## src/rtl/pipeline_pkg.sv

```systemverilog
// Shared pipeline definitions used by the fetch stage, the pipeline
// registers and the control unit.
//   fetch_state_t          : fetch-controller states
//   NOP_INSTR              : the all-zero instruction used for bubbles
//   OPCODE_MSB/OPCODE_LSB  : position of the opcode field in an instruction
//   OP_*                   : opcode encodings decoded by the control unit
package pipeline_pkg;

    typedef enum logic [1:0] {
        S_REQ  = 2'd0,
        S_WAIT = 2'd1,
        S_HOLD = 2'd2,
        S_DROP = 2'd3
    } fetch_state_t;

    localparam logic [31:0] NOP_INSTR  = 32'h0000_0000;
    localparam int          OPCODE_MSB = 31;
    localparam int          OPCODE_LSB = 26;

    localparam logic [5:0] OP_RTYPE = 6'b000000;
    localparam logic [5:0] OP_LW    = 6'b100011;
    localparam logic [5:0] OP_SW    = 6'b101011;
    localparam logic [5:0] OP_J     = 6'b000010;
    localparam logic [5:0] OP_BEQ   = 6'b000100;
    localparam logic [5:0] OP_BNE   = 6'b000101;

endpackage

```

## src/rtl/if_id_reg.sv

```systemverilog
// Pipeline register holding {valid, instr, pc4}.
//   clk, rst_n      : clock and asynchronous active-low reset
//   load_i          : capture instr_i/pc4_i as a valid instruction
//   bubble_i        : insert a bubble (valid=0, instr=NOP, pc4 kept)
//   instr_i, pc4_i  : incoming instruction and its PC+4
//   valid_o, instr_o, pc4_o : registered contents
// With neither load_i nor bubble_i the register holds. bubble_i wins over
// load_i so a flush can never be overridden by a simultaneous delivery.
module if_id_reg
    import pipeline_pkg::*;
#(
    parameter int ADDR_W  = 32,
    parameter int INSTR_W = 32
) (
    input  logic               clk,
    input  logic               rst_n,
    input  logic               load_i,
    input  logic               bubble_i,
    input  logic [INSTR_W-1:0] instr_i,
    input  logic [ADDR_W-1:0]  pc4_i,
    output logic               valid_o,
    output logic [INSTR_W-1:0] instr_o,
    output logic [ADDR_W-1:0]  pc4_o
);

    logic               valid_q;
    logic [INSTR_W-1:0] instr_q;
    logic [ADDR_W-1:0]  pc4_q;

    always_ff @(posedge clk or negedge rst_n) begin
        if (!rst_n) begin
            valid_q <= 1'b0;
            instr_q <= INSTR_W'(NOP_INSTR);
            pc4_q   <= '0;
        end else if (bubble_i) begin
            valid_q <= 1'b0;
            instr_q <= INSTR_W'(NOP_INSTR);
        end else if (load_i) begin
            valid_q <= 1'b1;
            instr_q <= instr_i;
            pc4_q   <= pc4_i;
        end
    end

    assign valid_o = valid_q;
    assign instr_o = instr_q;
    assign pc4_o   = pc4_q;

endmodule

```

## src/rtl/instr_fetch_unit.sv

```systemverilog
// Instruction fetch stage.
// Holds the PC, fetches one word at a time from instruction memory
// (req/ready request phase, rvalid response phase, one request in flight)
// and presents the result through the IF/ID register.
//   clk, rst_n                   : clock, asynchronous active-low reset
//   imem_req/imem_addr           : fetch request and word address (= pc)
//   imem_ready                   : memory accepts the request this cycle
//   imem_rvalid/imem_rdata       : response strobe and fetched word
//   stall                        : hazard unit holds PC and IF/ID
//   redirect_valid/redirect_pc   : taken branch/jump from EX
//   if_id_valid/instr/pc4/opcode : IF/ID register contents
module instr_fetch_unit
    import pipeline_pkg::*;
#(
    parameter int                ADDR_W   = 32,
    parameter int                INSTR_W  = 32,
    parameter logic [ADDR_W-1:0] RESET_PC = '0
) (
    input  logic               clk,
    input  logic               rst_n,
    output logic               imem_req,
    output logic [ADDR_W-1:0]  imem_addr,
    input  logic               imem_ready,
    input  logic               imem_rvalid,
    input  logic [INSTR_W-1:0] imem_rdata,
    input  logic               stall,
    input  logic               redirect_valid,
    input  logic [ADDR_W-1:0]  redirect_pc,
    output logic               if_id_valid,
    output logic [INSTR_W-1:0] if_id_instr,
    output logic [ADDR_W-1:0]  if_id_pc4,
    output logic [5:0]         if_id_opcode
);

    localparam logic [ADDR_W-1:0] ALIGN_MASK = ~ADDR_W'(3);

    fetch_state_t       state_q, state_d;
    logic [ADDR_W-1:0]  pc_q, pc_d;
    logic [INSTR_W-1:0] skid_q, skid_d;
    logic [ADDR_W-1:0]  pc_plus4;

    logic               ifid_load;
    logic               ifid_bubble;
    logic [INSTR_W-1:0] ifid_instr;

    assign pc_plus4 = pc_q + ADDR_W'(4);

    always_comb begin
        state_d     = state_q;
        pc_d        = pc_q;
        skid_d      = skid_q;
        ifid_load   = 1'b0;
        ifid_bubble = 1'b0;
        ifid_instr  = imem_rdata;

        if (redirect_valid) begin
            pc_d        = redirect_pc & ALIGN_MASK;
            skid_d      = '0;
            ifid_bubble = 1'b1;
            // A request already accepted (or being accepted now) will still
            // produce a response; it must be swallowed in S_DROP.
            if ((state_q == S_WAIT && !imem_rvalid) ||
                (state_q == S_REQ  && imem_ready)   ||
                (state_q == S_DROP && !imem_rvalid)) begin
                state_d = S_DROP;
            end else begin
                state_d = S_REQ;
            end
        end else begin
            unique case (state_q)
                S_REQ: begin
                    if (imem_ready) state_d = S_WAIT;
                end
                S_WAIT: begin
                    if (imem_rvalid) begin
                        if (!stall) begin
                            ifid_load = 1'b1;
                            pc_d      = pc_plus4;
                            state_d   = S_REQ;
                        end else begin
                            skid_d  = imem_rdata;
                            state_d = S_HOLD;
                        end
                    end
                end
                S_HOLD: begin
                    if (!stall) begin
                        ifid_load  = 1'b1;
                        ifid_instr = skid_q;
                        pc_d       = pc_plus4;
                        state_d    = S_REQ;
                    end
                end
                S_DROP: begin
                    if (imem_rvalid) state_d = S_REQ;
                end
                default: state_d = S_REQ;
            endcase
            // Unstalled cycle with no delivery pushes a bubble downstream.
            if (!stall && !ifid_load) ifid_bubble = 1'b1;
        end
    end

    always_ff @(posedge clk or negedge rst_n) begin
        if (!rst_n) begin
            state_q <= S_REQ;
            pc_q    <= RESET_PC & ALIGN_MASK;
            skid_q  <= '0;
        end else begin
            state_q <= state_d;
            pc_q    <= pc_d;
            skid_q  <= skid_d;
        end
    end

    // Gated by rst_n so no request is visible while reset is held.
    assign imem_req  = rst_n && (state_q == S_REQ);
    assign imem_addr = pc_q;

    if_id_reg #(
        .ADDR_W  (ADDR_W),
        .INSTR_W (INSTR_W)
    ) u_if_id (
        .clk      (clk),
        .rst_n    (rst_n),
        .load_i   (ifid_load),
        .bubble_i (ifid_bubble),
        .instr_i  (ifid_instr),
        .pc4_i    (pc_plus4),
        .valid_o  (if_id_valid),
        .instr_o  (if_id_instr),
        .pc4_o    (if_id_pc4)
    );

    assign if_id_opcode = if_id_instr[OPCODE_MSB:OPCODE_LSB];

endmodule

```

## config.mk

```make
export PLATFORM = sky130hd
export DESIGN_NAME = instr_fetch_unit
export DESIGN_NICKNAME = d
export VERILOG_FILES = /design/src/rtl/pipeline_pkg.sv /design/src/rtl/if_id_reg.sv /design/src/rtl/instr_fetch_unit.sv
export SDC_FILE = /design/constraint.sdc
export NUM_CORES = 1
export LEC_CHECK = 0
export ABC_AREA = 1
export ABC_CLOCK_PERIOD_IN_PS = 1640
export BUFFER_PORTS_ARGS = -buffer_cell sky130_fd_sc_hd__buf_2
export CELL_PAD_IN_SITES_DETAIL_PLACEMENT = 0
export CELL_PAD_IN_SITES_GLOBAL_PLACEMENT = 1
export CORE_MARGIN = 5
export CORE_UTILIZATION = 34
export DETAILED_ROUTE_END_ITERATION = 12
export PLACE_DENSITY = 0.8
export SYNTH_ARGS = -nofsm -noshare
export SYNTH_HDL_FRONTEND = slang
export SYNTH_SLANG_ARGS = --single-unit
```

## constraint.sdc

```tcl
create_clock -name clk -period 1.64 [get_ports clk]
set_input_delay 0.328 -clock clk [delete_from_list [all_inputs] [get_ports clk]]
set_output_delay 0.328 -clock clk [all_outputs]
set_load 0.01 [all_outputs]
```

Yosys cells after proc, flatten, opt, wreduce, memory -nomap -nowiden
Index checks and enable logic that the tools add are counted.
Widths: inputs -> output; s select.
{ "totals": {"reg_bits": 131, "latchBits": 0, "ram_bits": 0, "mem_bits_ro": 0, "in_bits": 70, "out_inout_bits": 104, "memories": 0} }
{ "op_classes": {"addsub": 1, "n_mul": 0, "div_mod_pow": 0, "order_cmp": 0, "eq_ne": 7, "shift": 0, "muxes": 29, "bitwise": 1, "reduce_logical": 19} }
{ "ops": {"columns": ["cell", "count"], "rows": [
  ["$mux 32", 11],
  ["$pmux 32 s2", 1],
  ["$add 32x3->32 const B", 1],
  ["$mux 2", 7],
  ["$ne 3x3->1 const B", 4],
  ["$mux 1", 8],
  ["$pmux 2 s4", 1],
  ["$reduce_and 2->1", 3],
  ["$reduce_bool 2->1", 3],
  ["$logic_and 1x1->1", 5],
  ["$eq 2x2->1 const B", 2],
  ["$reduce_and 4->1", 1],
  ["$logic_not 1->1", 3],
  ["$reduce_bool 3->1", 1],
  ["$eq 2x1->1 const B", 1],
  ["$logic_not 2->1", 1],
  ["$logic_or 1x1->1", 2],
  ["$pmux 1 s2", 1],
  ["$not 1->1", 1]
]} }

Depth between registers and ports, before layout
{ "depth": {"ltp_word": 10, "ltp_mapped": 10, "depth_no_buf": 10} }

Hierarchy
Synthesis repeated with hierarchy kept, for this count alone.
{ "hier_totals": {"hier_cells": 933, "area_unflattened_um2": 6994.2} }
{ "by_module_without_submodules": {"columns": ["mod", "n_inst", "cells_each", "area_each_um2", "seq_area_each_um2"], "rows": [
  ["instr_fetch_unit", 1, 651, 4449.3, 1601.5],
  ["if_id_reg", 1, 282, 2544.9, 1626.6]
]} }

Worst setup path before layout
Ideal clock, no wire load.
{ "synth_path": {"path_type": "register -> register", "startpoint": "reg state_q[0]", "endpoint": "reg pc_q[12] (netlist: imem_addr[12])", "setup_ps": 120, "t_arrival_ps": 1476, "required_ps": 1520, "path_slack_ps": 44, "stages_incl_launch_ff": 10, "path_buffers": 1, "path_cell_list": "dfrtp_1 > inv_1 > ha_1 > nor3_1 > nor2_4 > inv_2 > buf_4 > nor2_1 > o21ai_1 > nand2_1"} }
{ "synth_between": {"elab_chain_cells": 3, "word_cells_on_any_way": 7, "cone_classes": "eq/ne: 3; mux: 2; reduce/logical: 2"} }
{ "synth_lines": {"columns": ["element", "line", "source"], "rows": [
  ["from (decl)", "instr_fetch_unit.sv:37", "fetch_state_t state_q, state_d;"],
  ["from (signal assigned)", "instr_fetch_unit.sv:110", "state_q <= state_d;"],
  ["$eq 2x2->1 / $eq 2x1->1 (equally long branches)", "instr_fetch_unit.sv:70", "unique case (state_q)"],
  ["$pmux 32 s2, or another cell as far along", "instr_fetch_unit.sv:70", null],
  ["$mux 32 / $reduce_and 2->1 (equally long branches)", null, null],
  ["to (signal assigned)", "instr_fetch_unit.sv:107", "pc_q <= RESET_PC & ALIGN_MASK;"],
  ["to (signal assigned)", "instr_fetch_unit.sv:111", "pc_q <= pc_d;"],
  ["to (decl)", "instr_fetch_unit.sv:38", "logic [ADDR_W-1:0] pc_q, pc_d;"]
]} }
Parallel ways exist; a longest one is shown, timed or not.
A chain may end at the register's enable or synchronous reset.

Final worst setup path
{ "layout_path": {"startpoint": "reg state_q[1]", "endpoint": "reg u_if_id.pc4_q[22] (netlist: u_if_id.pc4_o[22])"} }
{ "layout_between": {"elab_chain_cells": 9, "word_cells_on_any_way": 11, "cone_classes": "eq/ne: 2; mux: 5; bitwise: 1; reduce/logical: 3"} }
{ "layout_lines": {"columns": ["element", "line", "source"], "rows": [
  ["$eq 2x2->1 / $eq 2x1->1 (equally long branches)", "instr_fetch_unit.sv:70", null],
  ["$pmux 1 s2 *", "instr_fetch_unit.sv:70", null],
  ["$mux 1 *", "instr_fetch_unit.sv:56", "if (redirect_valid) begin"],
  ["$logic_not 1->1", "instr_fetch_unit.sv:100", "if (!stall && !ifid_load) ifid_bubble = 1'b1;"],
  ["$logic_and 1x1->1", "instr_fetch_unit.sv:100", null],
  ["$mux 1", "instr_fetch_unit.sv:100", null],
  ["$mux 1", "instr_fetch_unit.sv:56", null],
  ["$not 1->1 (no source line)", null, null],
  ["$reduce_and 2->1 (no source line) *", null, null],
  ["to (signal assigned)", "if_id_reg.sv:41", "pc4_q <= pc4_i;"],
  ["to (decl)", "if_id_reg.sv:28", "logic [ADDR_W-1:0] pc4_q;"]
]} }
Every way passes the cells marked *; elsewhere a longest branch is shown, timed or not. The select of a mux whose other input is x is not followed.

==> reports/qor.yml <==
clock_network:
  cts.sinks: 127
  cts_tree: "done"
  worstSkewPairLatency_ps: 420
  cts_root_buf: "clkbuf_16"
  clkSlewWorstSetupHoldPaths_ps: 60
  clk_path_buf_depth: 2
  numCtsBuffers: 17
  htree_levels: 4
placement:
  dpl.hpwl_mm: 13.4
  place_congestion: 0.804
  numPortBuffers: 167
  dp_slack_ps: -80.7
  dp.cells: 1344
hold_path:
  hp-class: "in2async"
timing:
  finClkSkew_ps: 10.4
  fin_ws_ps: -6.79
  setup_viol: 7
  worstMarginPinSlew_ps: 715
  hold_viol: 0
  fmax_mhz: 607
  slew_violations: 0
  whs_ps: 11.0
  rsz0062_at_grt: "yes"
  post-route-period-util_pct: 100
  slew_headroom_pct: 52.3
  min_period_ps: 1650
critical_path:
  critPathMaxFanout: 13
  cp.arrival_ps: 1950
  worstSetupPathType: "reg2reg"
  required_ps: 1940
  worst_r2r_path_depth: 9
  crit_path_start_kind: "flop"
  endpoint_kind: "flop"
synthesis:
  synth_cell_types: 32
  ys.flop_type: "dfrtp_1"
  ys_ff_latch: 127
  ys_warn_count: 0
  synth_common_cells: "nand2_1 (289), dfrtp_1 (127), o21ai_0 (116)"
  synthArstFlopShare_pct: 100
  synth_most_common_cell: "nand2_1"
  synthCells: 912
  syn_avg_cell_area_sq_um: 7.37
  ys_top_cells_by_area: "dfrtp_1 (47%), nand2_1 (16%), o21ai_0 (8.6%)"
  synth_area_sq_mm: 0.00672
  synth_top_area_share_pct: 47.3
  synth-edff-count: 0
  yosys.area.top_type: "dfrtp_1"
  yosysSeqAreaShare_pct: 47.3
floorplanning:
  ios: 174
  chipHeight_um: 151
  start_util_pct: 34.5
  die-area_sq_mm: 0.0227
  row_count: 51
  dieWidth_um: 151
  core_area_sq_mm: 0.0195
route:
  wl_per_cell_um: 14.9
  vias_per_cell: 4.66
  final_antenna_net_count: 0
  first_pass_iters: 4
  drc_errors: 0
  vias: 6478
  wl_mm: 20.7
  drt-initial-drc-count: 402
power_and_ir_drop:
  ir_drop_v: 0.000741
  switchingPower_mw: 5.74
  seqPwrFrac_pct: 32.9
  p_leak_nw: 4.79
  power_mw: 15.4
  p_int_mw: 9.65
  p_comb_share_pct: 38.3
  swShare_pct: 37.3
  p_clk_share_pct: 28.8
  power.density_mw_per_mm2: 1650
flow_run:
  cap_violations: 0
cells_and_area:
  layout.nets: 1190
  fin_util_pct: 47.9
  area.growth.synth_to_final_pct: 38.6
  drive_gt1_share_pct: 29.1
  fin_cells: 1391
  antennaDiodeCount: 0
global_routing:
  antenna_found_initial: 0
  grt_overflow: 0
  grt_usage_pct: 17.8
  grt_pass1_wl_mm: 31.9
  grt_pass1_vias: 6242
  grt_max_degree: 128
outcome:
  failed_checks: "setup timing"
  outcome: "complete, but fails checks"
[layout by cell type, fill, tap and decap left out, types with 5 or more instances in the layout]
master,n
buf_4,42
a31oi_1,9
clkbuf_16,21
o21ai_0,100
nand2_2,9
o21ai_1,23
xor2_1,6
inv_1,67
nor2_1,92
a21oi_1,19
nor2_2,10
o22ai_1,22
dfrtp_1,123
buf_6,7
nand3_1,43
nor2_4,11
bufinv_16,6
inv_2,5
nand2_1,280
a21oi_2,5
buf_12,10
buf_2,165
[stage by stage]
step	setup TNS (ps)	cell area (sq um)
floorplan	0	6730
global placement	-834	8120
detailed placement	-1610	8120
CTS	-160	8930
global route	-3190	9310
finish	-23.4	9310
[power groups by stage]
| stage | logic [mW] | registers (mW) | clock network [mW] |
|---|---|---|---|
| 2_1_floorplan | 2.58 | 5.32 | 0 |
| 5_1_grt | 6.58 | 5.23 | 4.66 |
| 4_1_cts | 5.44 | 5.01 | 4.50 |
| 3_5_place_dp | 5.10 | 5.05 | 0 |
| 6_report | 5.89 | 5.07 | 4.43 |
| 3_3_place_gp | 5.05 | 5.04 | 0 |
[worst max-delay path, cell delays in order, from the launching register on]
cell	delay, ps
dfrtp_2	420
inv_4	80
ha_4	280
nand3_4	80
nor2_4	160
inv_4	90
buf_12	160
buf_4	150
nand2_1	60
nand2_1	50
[layer usage]
layer	wire length (um)	share of wire, %	global-route usage [%]
met1	9390	45	23.5
met2	9570	46	28.6
met3	1420	6.8	4.97
met4	361	1.7	4.94
met5	0	0	0
[kinds of logic (layout without fill, tap and decap cells)]
| group | after synthesis | after routing | share of synthesized area (%) |
|---|---|---|---|
| DFF | 127 | 127 | 47.3 |
| xor gates and xnor gates | 8 | 8 | 1.04 |
| AOI/OAI and AO/OA | 188 | 188 | 14.9 |
| and+or+nand+nor | 451 | 451 | 26.8 |
| buffers and inverters | 130 | 341 | 8.64 |
| other | 1 | 4 | 0.0558 |
| adders and majority gates | 7 | 7 | 1.30 |
[state kept, by name, summed over array words and instances (netlist names)]
register and count:
imem_addr 30, skid_q 32, state_q 2, u_if_id.instr_o 32, u_if_id.pc4_o 30, u_if_id.valid_o 1
[layout make-up]
cell class / count / area, sq um
multi-input cells: 658 / 3200
flip-flops and latches: 127 / 3180
fillers: 1920 / 10100
well taps: 265 / 332
clock buffers: 19 / 453
inverters: 77 / 303
repair buffers: 232 / 1610
clock inverters: 13 / 234
[worst paths after layout]
path                                               start                              end  slack (ps)
setup reg to reg                  state_q[1]$_DFFE_PN0P_    u_if_id.pc4_o[22]$_DFFE_PN0P_          -7
min in group clk                          imem_rdata[19]  u_if_id.instr_o[19]$_DFFE_PN0P_         150
hold / removal                                     rst_n  u_if_id.instr_o[26]$_DFFE_PN0P_          10
hold reg to reg            u_if_id.pc4_o[29]$_DFFE_PN0P_    u_if_id.pc4_o[29]$_DFFE_PN0P_         470
setup / recovery                  state_q[1]$_DFFE_PN0P_    u_if_id.pc4_o[22]$_DFFE_PN0P_          -7
max in group asynchronous                          rst_n        imem_addr[21]$_DFFE_PN0P_        1050
[timing repair]
item,CTS,global route
pin swaps,3,9
endpoints found under the setup margin,62,91
gates cloned,2,5
gates resized for setup,16,79
hold buffers,0,0
buffers inserted,3,6
No activity file was read; power rests on OpenSTA's default activity.
